## config.mk

```make
export PLATFORM = sky130hd
export DESIGN_NAME = text_buffer_ctrl
export DESIGN_NICKNAME = d
export VERILOG_FILES = /design/src/rtl/text_buffer_ctrl.sv
export SDC_FILE = /design/constraint.sdc
export NUM_CORES = 1
export LEC_CHECK = 0
export ABC_AREA = 1
export BUFFER_PORTS_ARGS = -buffer_cell sky130_fd_sc_hd__buf_2
export CORE_UTILIZATION = 50
export CTS_CLUSTER_DIAMETER = 40
export DETAILED_ROUTE_END_ITERATION = 7
export HOLD_SLACK_MARGIN = 0.1
export PLACE_DENSITY = 0.7
export SLEW_MARGIN = 30
export SYNTH_ARGS = -nofsm -noshare
export SYNTH_HDL_FRONTEND = slang
export SYNTH_SLANG_ARGS = --single-unit
```

## constraint.sdc

```tcl
create_clock -name clk25 -period 24.6 [get_ports clk25]
set_clock_uncertainty 0.15 [all_clocks]
set_input_delay 2.46 -clock clk25 [delete_from_list [all_inputs] [get_ports clk25]]
set_output_delay 2.46 -clock clk25 [all_outputs]
set_load 0.01 [all_outputs]
```

## src/rtl/text_buffer_ctrl.sv

```systemverilog
// Character-line buffer for the VGA text path: edits a shadow line from a valid/ready
// code stream and copies it to the display array only when a vertical-blank tick arrives.
module text_buffer_ctrl #(
    parameter int         N_CHARS    = 41,
    parameter logic [7:0] BLANK_CHAR = 8'd0,
    parameter logic [7:0] BS_CODE    = 8'd8,
    parameter logic [7:0] CR_CODE    = 8'd13,
    localparam int        CW         = $clog2(N_CHARS + 1)
) (
    input  logic          clk25,
    input  logic          rst,
    input  logic          in_valid,
    input  logic [7:0]    in_data,
    output logic          in_ready,
    input  logic          clear_req,
    input  logic          frame_tick,
    output logic [7:0]    char [0:N_CHARS-1],
    output logic [CW-1:0] cursor,
    output logic          busy,
    output logic          overflow
);

    typedef enum logic [1:0] {
        ST_IDLE  = 2'd0,
        ST_CLEAR = 2'd1,
        ST_COPY  = 2'd2
    } state_t;

    localparam logic [CW-1:0] ZERO     = {CW{1'b0}};
    localparam logic [CW-1:0] ONE      = {{(CW-1){1'b0}}, 1'b1};
    localparam logic [CW-1:0] LAST_IDX = CW'(N_CHARS - 1);
    localparam logic [CW-1:0] FULL_POS = CW'(N_CHARS);

    state_t        state_r, state_nxt;
    logic [CW-1:0] idx_r, idx_nxt, cursor_nxt;
    logic          dirty_r, dirty_nxt;
    logic          pend_copy_r, pend_nxt;
    logic          overflow_nxt;
    logic [7:0]    shadow_r [0:N_CHARS-1];
    logic          sh_we_s;
    logic [CW-1:0] sh_addr_s;
    logic [7:0]    sh_data_s;
    logic          copy_we_s;

    function automatic logic is_printable(input logic [7:0] c);
        return (c >= 8'h20) && (c <= 8'h7E);
    endfunction

    assign in_ready = (state_r == ST_IDLE);
    assign busy     = (state_r == ST_CLEAR) || (state_r == ST_COPY);

    // State register
    always_ff @(posedge clk25 or posedge rst) begin
        if (rst) begin
            state_r <= ST_IDLE;
        end else begin
            state_r <= state_nxt;
        end
    end

    // Datapath registers: counters, flags, shadow line and display line
    always_ff @(posedge clk25 or posedge rst) begin
        if (rst) begin
            idx_r       <= ZERO;
            cursor      <= ZERO;
            dirty_r     <= 1'b0;
            pend_copy_r <= 1'b0;
            overflow    <= 1'b0;
            for (int i = 0; i < N_CHARS; i++) begin
                shadow_r[i] <= BLANK_CHAR;
                char[i]     <= BLANK_CHAR;
            end
        end else begin
            idx_r       <= idx_nxt;
            cursor      <= cursor_nxt;
            dirty_r     <= dirty_nxt;
            pend_copy_r <= pend_nxt;
            overflow    <= overflow_nxt;
            if (sh_we_s) begin
                shadow_r[sh_addr_s] <= sh_data_s;
            end
            if (copy_we_s) begin
                char[idx_r] <= shadow_r[idx_r];
            end
        end
    end

    // Next-state and datapath control; a tick seen while busy is remembered in pend_copy
    always_comb begin
        state_nxt    = state_r;
        idx_nxt      = idx_r;
        cursor_nxt   = cursor;
        dirty_nxt    = dirty_r;
        pend_nxt     = pend_copy_r;
        overflow_nxt = 1'b0;
        sh_we_s      = 1'b0;
        sh_addr_s    = idx_r;
        sh_data_s    = BLANK_CHAR;
        copy_we_s    = 1'b0;
        case (state_r)
            ST_IDLE: begin
                if (clear_req) begin
                    state_nxt = ST_CLEAR;
                    idx_nxt   = ZERO;
                    pend_nxt  = pend_copy_r | frame_tick;
                end else if ((frame_tick || pend_copy_r) && dirty_r) begin
                    state_nxt = ST_COPY;
                    idx_nxt   = ZERO;
                    pend_nxt  = 1'b0;
                end else begin
                    // a stale request with nothing to copy must not fire later outside blanking
                    pend_nxt = 1'b0;
                    if (in_valid) begin
                        if (is_printable(in_data)) begin
                            if (cursor < FULL_POS) begin
                                sh_we_s    = 1'b1;
                                sh_addr_s  = cursor;
                                sh_data_s  = in_data;
                                cursor_nxt = cursor + ONE;
                                dirty_nxt  = 1'b1;
                            end else begin
                                overflow_nxt = 1'b1;
                            end
                        end else if (in_data == BS_CODE) begin
                            if (cursor != ZERO) begin
                                sh_we_s    = 1'b1;
                                sh_addr_s  = cursor - ONE;
                                cursor_nxt = cursor - ONE;
                                dirty_nxt  = 1'b1;
                            end else begin
                                cursor_nxt = cursor;
                            end
                        end else if (in_data == CR_CODE) begin
                            state_nxt = ST_CLEAR;
                            idx_nxt   = ZERO;
                        end else begin
                            cursor_nxt = cursor;
                        end
                    end else begin
                        cursor_nxt = cursor;
                    end
                end
            end
            ST_CLEAR: begin
                sh_we_s  = 1'b1;
                pend_nxt = pend_copy_r | frame_tick;
                if (idx_r == LAST_IDX) begin
                    state_nxt  = ST_IDLE;
                    idx_nxt    = ZERO;
                    cursor_nxt = ZERO;
                    dirty_nxt  = 1'b1;
                end else begin
                    idx_nxt = idx_r + ONE;
                end
            end
            ST_COPY: begin
                copy_we_s = 1'b1;
                pend_nxt  = pend_copy_r | frame_tick;
                if (idx_r == LAST_IDX) begin
                    state_nxt = ST_IDLE;
                    idx_nxt   = ZERO;
                    dirty_nxt = 1'b0;
                end else begin
                    idx_nxt = idx_r + ONE;
                end
            end
            default: begin
                state_nxt = ST_IDLE;
                idx_nxt   = ZERO;
            end
        endcase
    end

endmodule
```

### Word-level counts from Yosys, hierarchy flattened

Index checks and enable logic that the tools add are counted.

* bits in registers: 673

* eq/ne operators: 18
* bitwise logic cells: 3
* reductions and logical operators: 16
* muxes and demuxes: 75
* $lt $le $gt $ge: 7
* $add $sub $neg: 3

Operator list (count)
* 328-bit bitwise mux: 2
* 6-bit 2-to-1 mux: 23
* 8-bit demux with 6-bit select: 2
* 8-bit 2-to-1 mux: 10
* 8-bit binary-select mux with 6-bit select: 1
* 1-bit 2-to-1 mux: 24
* 6-bit case mux with 2 select lines: 2
* 8-bit by 4-bit == test with 1-bit output (second input constant): 2
* 7-bit >= comparator (second input constant): 2
* 7-bit by 1-bit less-than comparator with 1-bit output (second input constant): 2
* 2-bit 2-to-1 mux: 7
* 6-bit inverter with 7-bit output: 2
* 6-bit by 1-bit adder with 6-bit output (second input constant): 2
* 9-bit AND reduction: 1
* 8-bit by 6-bit >= comparator with 1-bit output (second input constant): 1
* 8-bit by 7-bit less-or-equal comparator with 1-bit output (second input constant): 1
* 4-bit != test (second input constant): 2
* 8-bit AND reduction: 1
* 6-bit == test (second input constant): 1
* 6-bit less-than comparator (second input constant): 1
* 2-bit by 1-bit != test with 1-bit output (second input constant): 3
* 2-bit != test (second input constant): 3
* 3-bit by 1-bit != test with 1-bit output (second input constant): 2
* 6-bit nonzero test: 1
* other kinds (18): 24

### Logic depth before layout (Yosys ltp)

Gate-level depths: netlist of run 1.

* depth after elaboration: 14
* mapped depth: 17
* mapped depth without buffers: 16

### Least setup slack after synthesis of run 1

OpenSTA, ideal clock, no wires.

* path type: in2reg
* from: input in_data[6]
* to: register shadow_r[10] (netlist name)
* buffers on the path: 1
* library setup time: 0.117 ns
* stages on the path: 15
* setup slack: 20.362 ns
* data arrival time: 3.971 ns
* path through: inv_2 -> nand2_1 -> nor2_1 -> nand2_1 -> nor2_1 -> nand3_1 -> nand2_1 -> nand2_1 -> nand2_4 -> inv_2 -> nor2_4 -> buf_4 -> nand2_1 -> nand2_1 -> nand2_1

* word-level cells in the longest chain between the ends: 13
* elaborated cells between the ends (all ways): 28
* classes of those cells: order compare: 4; eq/ne: 1; mux: 20; bitwise: 1; reduce/logical: 2

Ends and longest elaborated chain
* start, declared: RTL line 13 `input logic [7:0] in_data,`
* 8-bit by 6-bit >= comparator with 1-bit output, or another cell as far along: RTL line 46 `return (c >= 8'h20) && (c <= 8'h7E);`
* 1-bit logical AND / 6-bit 2-to-1 mux (equally long branches): RTL line 46, 124
* 6-bit 2-to-1 mux: RTL line 114 `if (is_printable(in_data)) begin`
* 6-bit 2-to-1 mux: RTL line 113 `if (in_valid) begin`
* 6-bit 2-to-1 mux: RTL line 106 `end else if ((frame_tick || pend_copy_r) && dirty_r) begin`
* 6-bit 2-to-1 mux: RTL line 102 `if (clear_req) begin`
* 6-bit 2-to-1 mux: RTL line 100 `case (state_r)`
* 6-bit inverter with 7-bit output (implied by the code): RTL line 80 `shadow_r[sh_addr_s] <= sh_data_s;`
* 7-bit >= comparator (implied by the code) / 7-bit by 1-bit less-than comparator with 1-bit output (equally long branches): RTL line 80
* 1-bit logical AND (implied by the code): RTL line 80
* 8-bit 2-to-1 mux (implied by the code): RTL line 80
* 8-bit demux with 6-bit select: RTL line 80
* 328-bit bitwise mux: RTL line 80
* end signal, assigned by index: RTL line 80
* end, declared: RTL line 39 `logic [7:0] shadow_r [0:N_CHARS-1];`

Parallel ways exist; a longest one is shown, timed or not.
A chain may end at the register's enable or synchronous reset.

### Final worst setup path of run 1

* from: input frame_tick
* to: register shadow_r[316] (netlist name)

* word-level cells in the longest chain between the ends: 11
* elaborated cells between the ends (all ways): 18
* classes of those cells: order compare: 2; mux: 12; bitwise: 1; reduce/logical: 3

Ends and longest elaborated chain
* start, declared: RTL line 16 `input logic frame_tick,`
* 1-bit logical OR *: RTL line 106
* 1-bit logical AND *: RTL line 106
* 6-bit 2-to-1 mux: RTL line 106
* 6-bit 2-to-1 mux: RTL line 102
* 6-bit 2-to-1 mux: RTL line 100
* 6-bit inverter with 7-bit output (implied by the code): RTL line 80
* 7-bit >= comparator (implied by the code) / 7-bit by 1-bit less-than comparator with 1-bit output (equally long branches): RTL line 80
* 1-bit logical AND (implied by the code): RTL line 80
* 8-bit 2-to-1 mux (implied by the code): RTL line 80
* 8-bit demux with 6-bit select: RTL line 80
* 328-bit bitwise mux: RTL line 80

Mark *: on every way between the ends. The rest lies on a longest branch, timed or not.

==> reports/results.ini, run 1 <==
[run_status]
status=finished, final reports clean

[power_and_ir_drop]
p_total_mw=3.03
p_comb_frac=0.129
power.leakage_nw=19.9
switching_power_mw=0.879
vdd_drop_max_uv=69.2
p_seq_frac=0.386
power_frac_clock=0.485
swShare=0.290
p_int_mw=2.15
p_per_area_nw_per_um2=86.5

[clock_network]
hold_buffers=0
post_cts_resized=0
clock_latency_ns=0.64
cts_made_buffers=95
root_buffer=clkbuf_16
clock-sinks=673
cts_setup_buffers=0
clockBufferDepth=3
clk_pin_slew_ns=0.05
cts_tree=yes
htreeDepth=3

[setup_path]
crit_arrival_ns=5.42
cp.required_ns=24.98
cp_slowest_cell=nor2_4
crit_fanout=21
endpoint_kind=flip-flop
path_common_cell=nand2_1
max_stage_delay_ns=0.57
worst-setup-path-type=input port to flip-flop
crit_chain=buf_2 -> o21ai_2 -> nand2_1 -> nor3_2 -> nand3_2 -> nand2_2 -> nand3_4 -> nor2_4 -> buf_4 -> nand2_1 -> nand2_1 -> nand2_1
cp-start-kind=input port

[routing]
dr.pass1.iters=5
wl_per_cell_microns=19.5
routed_wl_microns=92800
num_vias=25900
drc_errors=0
dr.max_layer_used=met4
drtAntennaViolNets=0
wl_met3_microns=8210
viasPerCell=5.44
drt_iter0_drc=2573
route.met2.wl_microns=43400
wl_met1_microns=37800

[sta]
slew_headroom=0.314
rsz0062_at_grt=false
hold_viol=0
fin_crit_sh=0.205
worst_slew_pin_slew_ns=1.03
fin_ws_ns=19.55
post-route-min-period_ns=5.05
setup_viol=0
tns_ns=0
hold_ws_ns=0.320
max_freq_mhz=198
drv_slew=0

[finish]
diodes=0
area_growth_pct=19.7
nets=3932
fillers=5045
final_cell_mix=nand2_1 (1927), dfrtp_1 (673), buf_2 (349)
layout-drive-gt1-share=0.167
fin_util=0.607
final_cells=4755
final_common_cell=nand2_1
stdcell_area_sq_um=35100

[die]
die-width_microns=244
io_pins=350
core_area_sq_um=57800
dieArea_sq_um=59600
start_util=0.507
die_h_microns=244
row_count=88

[global_route]
grt_pass1_vias=24500
grt_usage=0.311
gr-total-overflow=0
grt_pass1_wl_microns=144000
antenna_found_initial=0
grt_max_degree=127

[synth]
ys.warnings.count=0
synth_edf_count=0
postSynthCellCount=3574
syn-num-nets=3596
netlist_area_sq_um=29300
synth_area_leaders=dfrtp_1 (57%), nand2_1 (25%), nand3_1 (4.3%), buf_2 (1.5%), inv_1 (1.4%)
async_flop_share=1.00
synth.ff_latch_count=673
yosysTopAreaCell=dfrtp_1
ys_seq_area_frac=0.575
syn_avg_cell_area_sq_um=8.20
synthDistinctLibCells=40
ys.flop_type=dfrtp_1
yosys.area.top_type_share=0.575

[placement]
io_buffers=349
gp_congestion=0.912
dp_cells=4576
hpwl_microns=57800
post-place-ws_ns=18.52
dpl_cell_area_sq_um=31500

[flow_run]
maxCapViolations=0

[min_path]
hp-class=flip-flop to flip-flop

-- path summary, 6_finish.rpt --
path                            depth (start not counted)  slack, ns                         to                       from
worst min register to register                          2       0.32  shadow_r[145]$_DFFE_PP0P_  shadow_r[145]$_DFFE_PP0P_
worst max-delay path                                   12      19.55  shadow_r[316]$_DFFE_PP0P_                 frame_tick
min in group asynchronous                               2       1.75      char[309]$_DFFE_PP0P_                        rst
worst min-delay path                                    2       0.32  shadow_r[145]$_DFFE_PP0P_  shadow_r[145]$_DFFE_PP0P_
max in group asynchronous                               5      19.82      char[183]$_DFFE_PP0P_                        rst
worst max register to register                         11      20.49       char[82]$_DFFE_PP0P_       idx_r[2]$_DFFE_PP0P_
-- sequential cells by signal (all words and copies together) (netlist names) --
signal / cells
state_r: 2
overflow: 1
dirty_r: 1
shadow_r: 328
idx_r: 6
cursor: 6
char: 328
pend_copy_r: 1
-- synth_stat cells (2+ instances only) --
cell type / count
nor3_1: 9
o2111ai_1: 3
a22o_1: 9
inv_2: 28
o211ai_1: 3
clkbuf_1: 20
nand4_1: 42
a21boi_1: 2
inv_1: 111
o21ai_1: 27
buf_4: 28
nor2_2: 13
nor3_2: 4
buf_1: 7
nor2_1: 103
buf_6: 7
a21boi_0: 11
a22oi_1: 43
ha_1: 9
nand2_1: 1931
nand3_1: 249
nand2_2: 24
clkinv_1: 9
nor2_4: 12
nand3_2: 7
o21ai_0: 35
o22ai_1: 12
nand2_4: 2
buf_2: 86
xor2_1: 3
a21oi_1: 41
dfrtp_1: 673
nor3b_1: 4
-- kinds of logic after synthesis --
kind of cell | after synthesis | synth area share
AOI/OAI and AO/OA | 190 | 0.0403
xor gates and xnor gates | 4 | 0.00120
adders and majority gates | 9 | 0.00384
buffers and inverters | 296 | 0.0470
DFF | 673 | 0.575
and+or+nand+nor | 2402 | 0.333
-- power groups by stage --
stage	combinational (mW)	clock, mW	sequential [mW]
global placement	0.380	0	1.19
finish	0.391	1.47	1.17
global route	0.423	1.53	1.17
detailed placement	0.383	0	1.19
floorplan	0.264	0	1.19
CTS	0.384	1.48	1.17
-- worst max-delay path, delay by kind of cell --
family                 cells  cell delay [ns]
and+or+nand+nor            9             2.24
buffers and inverters      2             0.53
AOI/OAI and AO/OA          1             0.17
-- final cells by class --
class                      count  area, sq um  share of cell area
clock inverter                64          865              0.0247
inverter                     148          568              0.0162
clock buffer                 113         2590              0.0738
multi-input combinational   2605        11200               0.318
sequential                   673        16800               0.480
timing repair buffer         387         2090              0.0595
tap                          765          957              0.0273
-- layer usage --
| layer | global-route usage | up-vias |
|---|---|---|
| met4 | 0.129 | 0 |
| met3 | 0.0606 | 202 |
| li1 | - | 11900 |
| met5 | 0 | - |
| met1 | 0.422 | 12500 |
| met2 | 0.491 | 1235 |
Note: power is estimated with default switching activity, not from simulation.
==> run 2, diff against run 1 <==
--- a/config.mk
+++ b/config.mk
@@ -11,7 +11,7 @@
 export CTS_CLUSTER_DIAMETER = 40
 export DETAILED_ROUTE_END_ITERATION = 7
 export HOLD_SLACK_MARGIN = 0.1
-export PLACE_DENSITY = 0.7
+export PLACE_DENSITY = 0.73
 export SLEW_MARGIN = 30
 export SYNTH_ARGS = -nofsm -noshare
 export SYNTH_HDL_FRONTEND = slang
==> constraint.sdc (replaced) <==
create_clock -name clk25 -period 4.29 [get_ports clk25]
set_clock_uncertainty 0.15 [all_clocks]
set_input_delay 0.429 -clock clk25 [delete_from_list [all_inputs] [get_ports clk25]]
set_output_delay 0.429 -clock clk25 [all_outputs]
set_load 0.01 [all_outputs]
==> reports/results.ini, run 2 (synthesis gave the netlist of run 1 again) <==
[run_status]
status=finished, final reports clean  ; unchanged

[clock_network]
clockBufferDepth=3  ; unchanged
clock_latency_ns=0.64  ; about the same
cts_tree=yes  ; unchanged
cts_made_buffers=92  ; was 95
cts_setup_buffers=0  ; unchanged
root_buffer=clkbuf_16  ; unchanged
clk_pin_slew_ns=0.06  ; was 0.05 ns
htreeDepth=3  ; unchanged
clock-sinks=673  ; unchanged

[die]
die_h_microns=244  ; unchanged
die-width_microns=244  ; unchanged
io_pins=350  ; unchanged
row_count=88  ; unchanged
dieArea_sq_um=59600  ; unchanged
start_util=0.507  ; unchanged
core_area_sq_um=57800  ; unchanged

[sta]
hold_ws_ns=0.129  ; was 0.320 ns
max_freq_mhz=276
fin_ws_ns=0.668  ; was 19.55 ns
drv_slew=0  ; unchanged
rsz0062_at_grt=false  ; unchanged
tns_ns=0  ; unchanged
fin_crit_sh=0.844
worst_slew_pin_slew_ns=0.872  ; was 1.03 ns
post-route-min-period_ns=3.62
slew_headroom=0.416  ; was 0.314
hold_viol=0  ; unchanged
setup_viol=0  ; unchanged

[power_and_ir_drop]
power.leakage_nw=20.2  ; was 19.9 nW
p_per_area_nw_per_um2=482  ; was 86.5 nW/um^2
vdd_drop_max_uv=295  ; was 69.2 uV

[placement]
hpwl_microns=62000  ; was 57800 microns
post-place-ws_ns=0.745  ; was 18.52 ns
io_buffers=349  ; unchanged
gp_congestion=0.958  ; was 0.912

[routing]
viasPerCell=5.53  ; was 5.44
num_vias=26600  ; was 25900
drt_iter0_drc=3079  ; was 2573
drc_errors=0  ; unchanged
wl_per_cell_microns=19.9  ; was 19.5 microns
routed_wl_microns=95400  ; was 92800 microns
dr.pass1.iters=6  ; was 5
drtAntennaViolNets=0  ; unchanged

[finish]
nets=3981  ; was 3932
multi_input_area_sq_um=11100  ; was 11200 sq um
layout-drive-gt1-share=0.175  ; was 0.167
final_cell_mix=nand2_1 (1927), dfrtp_1 (673), buf_2 (349)  ; unchanged
diodes=0  ; unchanged
final_common_cell=nand2_1  ; unchanged
fillers=4835  ; was 5045
ff_latch_area_sq_um=16800  ; unchanged
largest_registers=char x328, shadow_r x328  ; unchanged
area_growth_pct=21.2  ; was 19.7%

[global_route]
grt_max_degree=109  ; was 127
gr-total-overflow=0  ; unchanged
antenna_found_initial=0  ; unchanged
grt_usage=0.319  ; was 0.311
grt_pass1_vias=25400  ; was 24500
grt_pass1_wl_microns=148000  ; was 144000 microns

[setup_path]
max_stage_delay_ns=0.58  ; was 0.57 ns
cp_slowest_cell=nor2_4  ; unchanged
ff2ff_path_depth=13  ; was 11
crit_chain=inv_1 -> ha_1 -> inv_2 -> nor3_2 -> nand3_2 -> nand2_1 -> nand2_2 -> inv_1 -> nand2_1 -> nor2_4 -> nand2_1 -> nand2_1 -> nand2_1  ; was buf_2 -> o21ai_2 -> nand2_1 -> nor3_2 -> nand3_2 -> nand2_2 -> nand3_4 -> nor2_4 -> buf_4 -> nand2_1 -> nand2_1 -> nand2_1
crit_fanout=25  ; was 21
crit_arrival_ns=3.99  ; was 5.42 ns
worst-setup-path-type=flip-flop to flip-flop  ; was input port to flip-flop
endpoint_kind=flip-flop  ; unchanged
cp.required_ns=4.65  ; was 24.98 ns
cp-start-kind=flip-flop  ; was input port
rrSetupSlack_ns=0.67  ; was 20.49 ns
path_common_cell=nand2_1  ; unchanged

[min_path]
hp-class=input port to flip-flop  ; was flip-flop to flip-flop
worstHoldPathCells=3  ; was 2

[flow_run]
maxCapViolations=0  ; unchanged

-- run 2: cell count changes in the layout (fill, tap and decap cells not counted), sizes merged --
cell | before | now
clkbuf | 113 | 106
inv | 155 | 154
dlygate4sd3 | 0 | 8
clkinv | 28 | 39
buf | 387 | 431
bufinv | 16 | 11
clkinvlp | 13 | 11
-- run 2: final cells by class --
class                   count  area share
repair buffers            439      0.0759
flip-flops and latches    673       0.474
clock buffers             106      0.0689
multi-input cells        2605       0.314
inverters                 148      0.0158
clock inverters            67      0.0242
well taps                 765      0.0270
-- run 2: power breakdown --
group          total [mW]  leakage (nW)  switching [mW]  internal [mW]
sequential           6.70          9.26           0.149           6.55
combinational        2.37          9.33            1.78          0.585
clock                8.02          1.59            3.15           4.88
total                17.1          20.2            5.08           12.0
-- run 2: worst paths after layout --
path	to	start
worst max-delay path	shadow_r[140]$_DFFE_PP0P_	state_r[0]$_DFFE_PP0P_
worst min-delay path	shadow_r[2]$_DFFE_PP0P_	in_data[2]
worst max register to register	shadow_r[140]$_DFFE_PP0P_	state_r[0]$_DFFE_PP0P_
worst min register to register	shadow_r[11]$_DFFE_PP0P_	shadow_r[11]$_DFFE_PP0P_
max in group asynchronous	char[136]$_DFFE_PP0P_	rst
min in group asynchronous	char[318]$_DFFE_PP0P_	rst
-- run 2: routing by layer --
| layer | global-route usage | vias up | share of wire |
|---|---|---|---|
| li1 | - | 12000 | - |
| met1 | 0.427 | 12800 | 0.40 |
| met2 | 0.498 | 1423 | 0.46 |
| met3 | 0.0635 | 258 | 0.097 |
| met4 | 0.154 | 0 | 0.049 |
| met5 | 0 | - | 0 |
-- run 2: timing repair --
item,CTS,global route
hold endpoints to repair,26,0
hold buffers,8,0
resized for setup,0,0
-- run 2: critical path: cells and delay by family (launching register included) --
family / cells / cell delay [ns]
DFF: 1 / 0.40
buffers and inverters: 3 / 0.26
adders and majority gates: 1 / 0.30
and+or+nand+nor: 9 / 2.38
-- run 2: through the flow --
step | power (mW) | std cells | util | area [sq um]
after CTS | 17.1 | 4803 | 0.614 | 35500
after floorplan | 8.32 | 3574 | - | 29300
final | 17.1 | 4803 | 0.614 | 35500
after global placement | 9.08 | 4622 | 0.555 | 32100
after detailed placement | 9.10 | 4622 | 0.555 | 32100
after global routing | 17.6 | 4803 | 0.614 | 35500
==> run 3, diff against run 2 <==
==> constraint.sdc (replaced) <==
create_clock -name clk25 -period 3.17 [get_ports clk25]
set_clock_uncertainty 0.15 [all_clocks]
set_input_delay 0.317 -clock clk25 [delete_from_list [all_inputs] [get_ports clk25]]
set_output_delay 0.317 -clock clk25 [all_outputs]
set_load 0.01 [all_outputs]
==> reports/results.ini, run 3 (synthesis gave the netlist of run 1 again) <==
[setup_path]
rr_endpoint=char[213]$_DFFE_PP0P_  ; was shadow_r[140]$_DFFE_PP0P_
rrSetupSlack_ns=0.17  ; was 0.67 ns
ff2ff_path_depth=13  ; unchanged
worstReg2RegStart=idx_r[2]$_DFFE_PP0P_  ; was state_r[0]$_DFFE_PP0P_
cp.required_ns=3.56  ; was 4.65 ns
max_stage_delay_ns=0.52  ; was 0.58 ns
crit_fanout=34  ; was 25
path_common_cell=nand2_1  ; unchanged
crit_chain=inv_2 -> nand3_1 -> inv_2 -> buf_12 -> nand2_1 -> nand4_1 -> o21ai_0 -> nand2_1 -> nor2_1 -> nand3_2 -> buf_12 -> nand2_1 -> nand2_1  ; was inv_1 -> ha_1 -> inv_2 -> nor3_2 -> nand3_2 -> nand2_1 -> nand2_2 -> inv_1 -> nand2_1 -> nor2_4 -> nand2_1 -> nand2_1 -> nand2_1
crit_arrival_ns=3.39  ; was 3.99 ns
cp-start-kind=flip-flop  ; unchanged
worst-setup-path-type=flip-flop to flip-flop  ; unchanged
cp_slowest_cell=dfrtp_1  ; was nor2_4
endpoint_kind=flip-flop  ; unchanged

[finish]
ff_latch_area_sq_um=16800  ; unchanged
multi_input_area_sq_um=11200  ; was 11100 sq um
fillers=4665  ; was 4835
final_common_cell=nand2_1  ; unchanged
area_growth_pct=25.3  ; was 21.2%
final_cell_mix=nand2_1 (1923), dfrtp_1 (673), buf_2 (349)  ; was nand2_1 (1927), dfrtp_1 (673), buf_2 (349)
nets=4078  ; was 3981
largest_registers=char x328, shadow_r x328  ; unchanged
final_cells=4905  ; was 4803
diodes=0  ; unchanged
layout-drive-gt1-share=0.195  ; was 0.175

[routing]
wl_per_cell_microns=19.9  ; about the same
drc_errors=0  ; unchanged
drtAntennaViolNets=0  ; unchanged
num_vias=27000  ; was 26600
routed_wl_microns=97700  ; was 95400 microns
drt_iter0_drc=3149  ; was 3079
dr.pass1.iters=7  ; was 6
viasPerCell=5.50  ; was 5.53

[sta]
drv_slew=0  ; unchanged
slew_headroom=0.331  ; was 0.416
fin_crit_sh=0.946  ; was 0.844
worst_slew_pin_slew_ns=1.00  ; was 0.872 ns
tns_ns=0  ; unchanged
max_freq_mhz=334  ; was 276 MHz
hold_viol=0  ; unchanged
post-route-min-period_ns=3.00  ; was 3.62 ns
rsz0062_at_grt=false  ; unchanged
setup_viol=0  ; unchanged
fin_ws_ns=0.172  ; was 0.668 ns

[die]
die-width_microns=244  ; unchanged
row_count=88  ; unchanged
io_pins=350  ; unchanged
start_util=0.507  ; unchanged
core_area_sq_um=57800  ; unchanged
dieArea_sq_um=59600  ; unchanged
die_h_microns=244  ; unchanged

[global_route]
grt_usage=0.329  ; was 0.319
grt_util_met1=0.427  ; about the same
met2_usage=0.520  ; was 0.498
grt_pass1_vias=26100  ; was 25400
grt_pass1_wl_microns=152000  ; was 148000 microns
busiest_layer=met2  ; unchanged
antenna_found_initial=0  ; unchanged
grt_util_met3=0.0654  ; was 0.0635
grt_max_degree=125  ; was 109
gr-total-overflow=0  ; unchanged

[run_status]
status=finished, final reports clean  ; unchanged

[clock_network]
clockBufferDepth=3  ; unchanged
htreeDepth=3  ; unchanged
cts_made_buffers=98  ; was 92
root_buffer=clkbuf_16  ; unchanged
clk_pin_slew_ns=0.06  ; about the same
clock-sinks=673  ; unchanged
clock_latency_ns=0.67  ; was 0.64 ns
cts_tree=yes  ; unchanged

[placement]
io_buffers=349  ; unchanged
dp_cells=4696  ; was 4622
post-place-ws_ns=0.175  ; was 0.745 ns
gp_congestion=0.946  ; was 0.958
hpwl_microns=63700  ; was 62000 microns

[power_and_ir_drop]
vdd_drop_max_uv=500  ; was 295 uV
power.leakage_nw=20.8  ; was 20.2 nW
p_per_area_nw_per_um2=660  ; was 482 nW/um^2

[flow_run]
maxCapViolations=0  ; unchanged

[min_path]
hp-class=input port to asynchronous set/reset pin  ; was input port to flip-flop

[run 3: changes by cell type in the layout (fill, tap and decap cells not counted), moves of 5 or more]
| cell | change |
|---|---|
| clkbuf_16 | +5 |
| buf_4 | +68 |
| clkinvlp_4 | +8 |
| clkinv_4 | -9 |
| dlygate4sd3_1 | +6 |
| buf_12 | +17 |
[run 3: metrics by stage]
stage	cell area [sq um]	power [mW]	utilization	hold WS [ns]
4_1_cts	36500	24.1	0.632	0.132
6_report	36700	24.2	0.635	0.163
3_3_place_gp	32800	12.5	0.568	0.261
2_1_floorplan	29300	11.3	-	0.292
3_5_place_dp	32800	12.5	0.568	0.264
5_1_grt	36700	24.9	0.635	0.175
[run 3: cell type report]
cell class	instances	area share
Clock buffer	110	0.0700
Multi-Input combinational cell	2605	0.304
Clock inverter	74	0.0273
Inverter	148	0.0152
Timing Repair Buffer	530	0.0982
Tap cell	765	0.0261
Sequential cell	673	0.459
[run 3: routing by layer]
metal,part of all wire,vias up
met2,0.46,1559
met5,0,-
li1,-,12200
met1,0.38,12900
met3,0.097,307
met4,0.056,0
[run 3: what timing repair did]
action / CTS / global route
resized for setup: 0 / 7
hold buffers: 14 / 0
hold endpoints to repair: 174 / 0
buffers inserted: 0 / 11
setup endpoints to repair: 0 / 106
[run 3: how the worst max path moves through the flow]
stage                     startpoint  cells past startpoint                        end  slack (ns)
2_1_floorplan                    rst                      1        char[0]$_DFFE_PP0P_       -6.50
4_1_cts        cursor[0]$_DFFE_PP0P_                     14   shadow_r[58]$_DFFE_PP0P_        0.14
3_3_place_gp   cursor[0]$_DFFE_PP0P_                     15  shadow_r[313]$_DFFE_PP0P_        0.17
5_1_grt        cursor[0]$_DFFE_PP0P_                     14  shadow_r[321]$_DFFE_PP0P_       0.008
6_report        idx_r[2]$_DFFE_PP0P_                     13      char[213]$_DFFE_PP0P_        0.17
3_5_place_dp   cursor[0]$_DFFE_PP0P_                     14   shadow_r[62]$_DFFE_PP0P_        0.17
[run 3: critical path, delay by kind of cell (launching register included)]
| family | cells | cell delay, ns |
|---|---|---|
| simple gates | 8 | 1.07 |
| flops | 1 | 0.52 |
| buf+inv | 4 | 0.77 |
| compound gates | 1 | 0.28 |
[run 3: report_power, final]
part	internal (mW)	switching, mW	total (mW)
clock	7.14	4.47	11.6
combinational	0.995	2.52	3.52
sequential	8.86	0.209	9.07
